[config.mk]
export PLATFORM = sky130hd
export DESIGN_NAME = iter_right_shifter
export DESIGN_NICKNAME = d
export VERILOG_FILES = /design/src/rtl/shift_pkg.sv /design/src/rtl/iter_right_shifter_shift1_step.sv /design/src/rtl/iter_right_shifter.sv
export SDC_FILE = /design/constraint.sdc
export NUM_CORES = 1
export LEC_CHECK = 0
export ABC_AREA = 1
export CORE_ASPECT_RATIO = 2
export CORE_MARGIN = 10
export CORE_UTILIZATION = 45
export CTS_CLUSTER_DIAMETER = 200
export CTS_CLUSTER_SIZE = 40
export DETAILED_ROUTE_END_ITERATION = 12
export PLACE_DENSITY = 0.93
export SETUP_SLACK_MARGIN = 0.1
export SLEW_MARGIN = 20
export SYNTH_ARGS = -nofsm -noshare
export SYNTH_HDL_FRONTEND = slang
export SYNTH_SLANG_ARGS = --single-unit
[constraint.sdc]
create_clock -name clk -period 3.5 [get_ports clk]
set_input_delay 1.05 -clock clk [delete_from_list [all_inputs] [get_ports clk]]
set_output_delay 1.05 -clock clk [all_outputs]
set_load 0.1 [all_outputs]
[src/rtl/shift_pkg.sv]
// Shared definitions for the iterative shifter: operation codes, FSM state
// encodings and the decode of which op codes actually shift.
// Optional feature macro: ITER_SHIFT_SLL_EN (enables op=10 as logical left shift).
package shift_pkg;

   localparam logic [1:0] SHIFT_SRL = 2'b00;
   localparam logic [1:0] SHIFT_SRA = 2'b01;
   localparam logic [1:0] SHIFT_SLL = 2'b10;
   localparam logic [1:0] SHIFT_RSV = 2'b11;

   typedef enum logic [1:0] {
      ST_IDLE  = 2'b00,
      ST_SHIFT = 2'b01,
      ST_DONE  = 2'b10
   } state_t;

   // Ops that take one cycle per bit position; everything else is a pass-through
   function automatic logic is_shift_op(input logic [1:0] op_code);
`ifdef ITER_SHIFT_SLL_EN
      return (op_code != SHIFT_RSV);
`else
      return (op_code == SHIFT_SRL) || (op_code == SHIFT_SRA);
`endif
   endfunction

endpackage

[src/rtl/iter_right_shifter_shift1_step.sv]
// Single-position shift slice used by the iterative shifter. Pure
// combinational; the fill bit depends on the operation.
// Optional feature macro: ITER_SHIFT_SLL_EN (builds the left-step path).
module shift1_step
   import shift_pkg::*;
#(
   parameter int N = 32
) (
   input  logic [N-1:0] value,
   input  logic [1:0]   op,
   output logic [N-1:0] result
);

   // Select one-bit shift direction and fill; unknown ops pass the value through
   always_comb begin
      result = value;
      case (op)
         SHIFT_SRL: result = {1'b0, value[N-1:1]};
         SHIFT_SRA: result = {value[N-1], value[N-1:1]};
`ifdef ITER_SHIFT_SLL_EN
         SHIFT_SLL: result = {value[N-2:0], 1'b0};
`endif
         default:   result = value;
      endcase
   end

endmodule

[src/rtl/iter_right_shifter.sv]
// Multi-cycle shift unit: shifts the captured operand one bit per clock
// under a start/busy/done handshake. The result register holds its value
// until the next accepted start.
// Optional feature macro: ITER_SHIFT_SLL_EN (op=10 becomes logical left shift;
// otherwise op=10 behaves as reserved pass-through).
module iter_right_shifter
   import shift_pkg::*;
#(
   parameter int N       = 32,
   parameter int SHAMT_W = $clog2(N)
) (
   input  logic               clk,
   input  logic               rst,
   input  logic               start,
   input  logic [N-1:0]       A,
   input  logic [SHAMT_W-1:0] shamt,
   input  logic [1:0]         op,
   output logic               busy,
   output logic               done,
   output logic [N-1:0]       B
);

   state_t             state;
   state_t             state_nxt;
   logic [SHAMT_W-1:0] count;
   logic [SHAMT_W-1:0] count_nxt;
   logic [1:0]         op_q;
   logic [1:0]         op_nxt;
   logic [N-1:0]       b_nxt;
   logic [N-1:0]       step_val;

   shift1_step #(.N(N)) u_step (
      .value  (B),
      .op     (op_q),
      .result (step_val)
   );

   // State, remaining-count, latched op and result registers; reset wins over everything
   always_ff @(posedge clk) begin
      if (rst) begin
         state <= ST_IDLE;
         count <= '0;
         op_q  <= SHIFT_SRL;
         B     <= '0;
      end else begin
         state <= state_nxt;
         count <= count_nxt;
         op_q  <= op_nxt;
         B     <= b_nxt;
      end
   end

   // Next-state and datapath: accept start outside SHIFT, step once per SHIFT cycle
   always_comb begin
      state_nxt = state;
      count_nxt = count;
      op_nxt    = op_q;
      b_nxt     = B;
      case (state)
         ST_IDLE, ST_DONE: begin
            state_nxt = ST_IDLE;
            if (start) begin
               b_nxt  = A;
               op_nxt = op;
               if (is_shift_op(op) && (shamt != '0)) begin
                  count_nxt = shamt;
                  state_nxt = ST_SHIFT;
               end else begin
                  count_nxt = '0;
                  state_nxt = ST_DONE;
               end
            end
         end
         ST_SHIFT: begin
            b_nxt     = step_val;
            count_nxt = count - SHAMT_W'(1);
            if (count == SHAMT_W'(1)) begin
               state_nxt = ST_DONE;
            end
         end
         default: begin
            state_nxt = ST_IDLE;
         end
      endcase
   end

   assign busy = (state == ST_SHIFT);
   assign done = (state == ST_DONE);

endmodule

==> impl_results.rst <==
.. list-table::
   :header-rows: 1

   * - Metric
     - Value
   * - Result of the run
     - complete, no violations
   * - Post-CTS Repair Setup Buffers
     - 0
   * - Combined flip-flop and latch cell area
     - 821 sq um
   * - Final setup TNS
     - 0 ns
   * - Share of cells above drive strength 1
     - roughly an eighth
   * - CP startpoint kind
     - flip-flop
   * - Count of state elements after synthesis
     - slightly above 40
   * - Final std cells w/o fill
     - 449
   * - Initial DRT Pass Iterations
     - 4
   * - CTS tree
     - yes
   * - Site Rows
     - 34
   * - Post-Syn Area
     - 2070 sq um
   * - Critical path fanouts, max
     - 39
   * - Static Leak
     - roughly 0.0014 uW
   * - Type of the worst setup path
     - flip-flop to output port
   * - Resize count post-CTS
     - 0
   * - Fill cell total of the finished layout
     - slightly above 400
   * - Post-route setup slack
     - 0.970 ns
   * - Combined area of the multi-input logic cells
     - 1050 sq um
   * - Clock transition at the registers of the reported paths
     - ~0.080 ns
   * - Hold buffer count at CTS
     - 0
   * - Setup repair after global routing missed its margin
     - no
   * - Overall die width
     - just under 70 microns
   * - Fin nets
     - approximately 440
   * - Count of final max-slew check failures
     - 0
   * - Reg-to-reg slack, setup
     - 1.76 ns
   * - Total routing resource utilization after global routing
     - 15.1%
   * - Maximum resistive drop on vdd
     - 0.416 mV
   * - Fraction of the yosys area taken by sequential cells
     - roughly two fifths
   * - Fin crit period
     - between 2 and 3 ns
   * - Max_slew headroom
     - 54.6%
   * - Final wirelength
     - 5940 microns
   * - Instance count of the mapped netlist
     - 327
   * - Clock sink total
     - 41
   * - Count of warnings emitted by yosys
     - 0
   * - Via count of the first global-routing pass
     - between 2,000 and 2,500
   * - Final setup viols
     - 0
   * - Initial antenna violation count
     - 0
   * - Count of unique library cells instantiated by Yosys
     - 22
   * - Pin count of the biggest net entering global routing
     - 40
   * - Count of placed standard cells including taps
     - 441
   * - Synth area leaders
     - sky130_fd_sc_hd__dfxtp_1 40%, sky130_fd_sc_hd__nand2_1 21%, sky130_fd_sc_hd__nor2_1 13%
   * - Synth-to-Final Area Change
     - 35.2%
   * - Area share of the largest cell type after synthesis
     - 39.7%
   * - Setup Skew
     - just over 0.007 ns
   * - Dominant cell type by area after synthesis
     - sky130_fd_sc_hd__dfxtp_1
   * - Count of max-cap constraint violations
     - 0
   * - I/O pin cnt
     - between 70 and 80
   * - Placer congestion estimate
     - approximately 0.83
   * - Number of violations reported at the end of detailed-routing iteration 0
     - 94
   * - Class of the worst hold path
     - flip-flop to flip-flop
   * - Antenna-violating nets left
     - 0
   * - Number of endpoints with negative hold slack in the final report
     - 0
   * - Number of levels in the clock H-tree
     - 2
   * - Final Power
     - between 1000 and 1500 uW
   * - Die span in y
     - between 100 and 150 microns
   * - Slew at the pin closest to its max-slew limit
     - around 0.7 ns
   * - Count of inserted antenna diode cells
     - 0
   * - Worst hold path endpoint
     - op_q[0]$_SDFFE_PP0P_
   * - WHS
     - 0.479 ns
   * - Deepest clock path buffer count
     - 2
   * - Clk Tree Root Cell
     - sky130_fd_sc_hd__clkbuf_8
   * - Quantity of I/O buffers inserted on ports
     - 75
   * - Cells on Worst Hold Path
     - 2
   * - Maximum clock rate
     - between 0.3 and 0.4 GHz
   * - Depth of the most critical reg-to-reg path
     - 7
   * - Placeable core region
     - about 4400 sq um
   * - Floorplan die area
     - about 7900 sq um
   * - Commonest cells after routing, fill and taps aside
     - 113 x sky130_fd_sc_hd__nand2_1, 71 x sky130_fd_sc_hd__nor2_1, 41 x sky130_fd_sc_hd__dfxtp_1, 41 x sky130_fd_sc_hd__clkdlybuf4s50_1, 36 x sky130_fd_sc_hd__buf_4
   * - Detail-routed via count per cell
     - a little under 5
   * - First-pass GRT wire length
     - around 9600 microns
   * - Worst r2r src
     - state[0]$_SDFFE_PP0P_
   * - DRC viols
     - 0
   * - Later-pin clock latency in the skew report
     - slightly below 0.3 ns
   * - Syn_area_per_cell
     - 6.32 sq um
   * - Starting density of the core
     - 47.2%
   * - Total power density per cell area
     - between 500 and 600 nW/um^2
   * - Most common library cell in the layout ignoring fill and taps
     - sky130_fd_sc_hd__nand2_1
   * - Pre-CTS WS
     - 0.975 ns
   * - Via count
     - 2,205
   * - Worst EP arrival
     - 1.48 ns
   * - Hold path start
     - op_q[0]$_SDFFE_PP0P_
   * - Worst Setup End Kind
     - output port
   * - Inserted Clock Buffers
     - 5
   * - Half-perimeter wire length after detailed placement
     - about 4500 microns
   * - Synthesized Nets
     - 371
   * - WL/cell
     - 13.2 microns
   * - Reg2Reg Capture Point
     - B[1]$_SDFFE_PP0P_
   * - Final clock period utilization by the worst path
     - 72.3%
   * - Required arrival time at the worst endpoint
     - about 2.5 ns
   * - Overflow after GRT
     - 0
[flip-flops by register name, summed over array words and instances, names as in the netlist]
register	cells
count	5
state	2
B	32
op_q	2
[cell families after synthesis]
logic type | share of synthesized area (%)
buffers and inverters | 9.56
AO/OA/AOI/OAI | 11.7
AND/OR/NAND/NOR | 37.9
flip-flops | 39.7
adder cells (fa/ha/maj) | 1.21
[synthesized netlist by cell type (all sizes together)]
cell type,count
a211oi,1
a21oi,6
buf,15
clkbuf,3
dfxtp,41
ha,2
inv,19
nand2,117
nand3,10
nand4,1
nor2,71
o21a,1
o21ai,38
o22ai,1
or2,1
[how the worst max path moves through the flow]
| stage | endpoint | depth (start not counted) | startpoint |
|---|---|---|---|
| 2_1_floorplan | done | 2 | state[1]$_SDFFE_PP0P_ |
| 3_5_place_dp | B[31]$_SDFFE_PP0P_ | 5 | rst |
| 4_1_cts | busy | 4 | state[1]$_SDFFE_PP0P_ |
| 6_report | busy | 3 | state[0]$_SDFFE_PP0P_ |
| 5_1_grt | busy | 4 | state[1]$_SDFFE_PP0P_ |
| 3_3_place_gp | B[31]$_SDFFE_PP0P_ | 5 | rst |
[where the power goes]
| part | switching [uW] | internal, uW | leakage [uW] |
|---|---|---|---|
| Sequential | 39.4 | 517 | 0.000340 |
| Combinational | 464 | 159 | 0.00100 |
| Clock | 164 | 138 | 0.0000439 |
[critical path, stage by stage, from the launching register on]
cell	delay, ns
sky130_fd_sc_hd__dfxtp_1	0.36
sky130_fd_sc_hd__nand2_2	0.07
sky130_fd_sc_hd__inv_2	0.50
sky130_fd_sc_hd__buf_12	0.26
[metrics by stage]
stage / instance area, sq um / util (%)
2_1_floorplan: 2070 / -
3_3_place_gp: 2710 / 61.9
3_5_place_dp: 2710 / 61.9
4_1_cts: 2800 / 63.8
5_1_grt: 2800 / 63.8
6_report: 2800 / 63.8
[area by class of cell]
cell class | count | area share [%]
multi-input combinational | 249 | 37.5
clock inverter | 3 | 0.626
sequential | 41 | 29.4
inverter | 19 | 2.55
timing repair buffer | 78 | 25.1
tap | 54 | 2.42
clock buffer | 5 | 2.46
[routing by layer]
layer  GRT usage [%]  routed length, microns  vias to the layer above
met1            14.4                    2100                      995
li1                -                       -                     1145
met3            4.26                     307                       10
met5               0                       0                        -
met2            28.5                    3430                       55
met4            5.80                     110                        0
(Power assumes the default switching activity.)
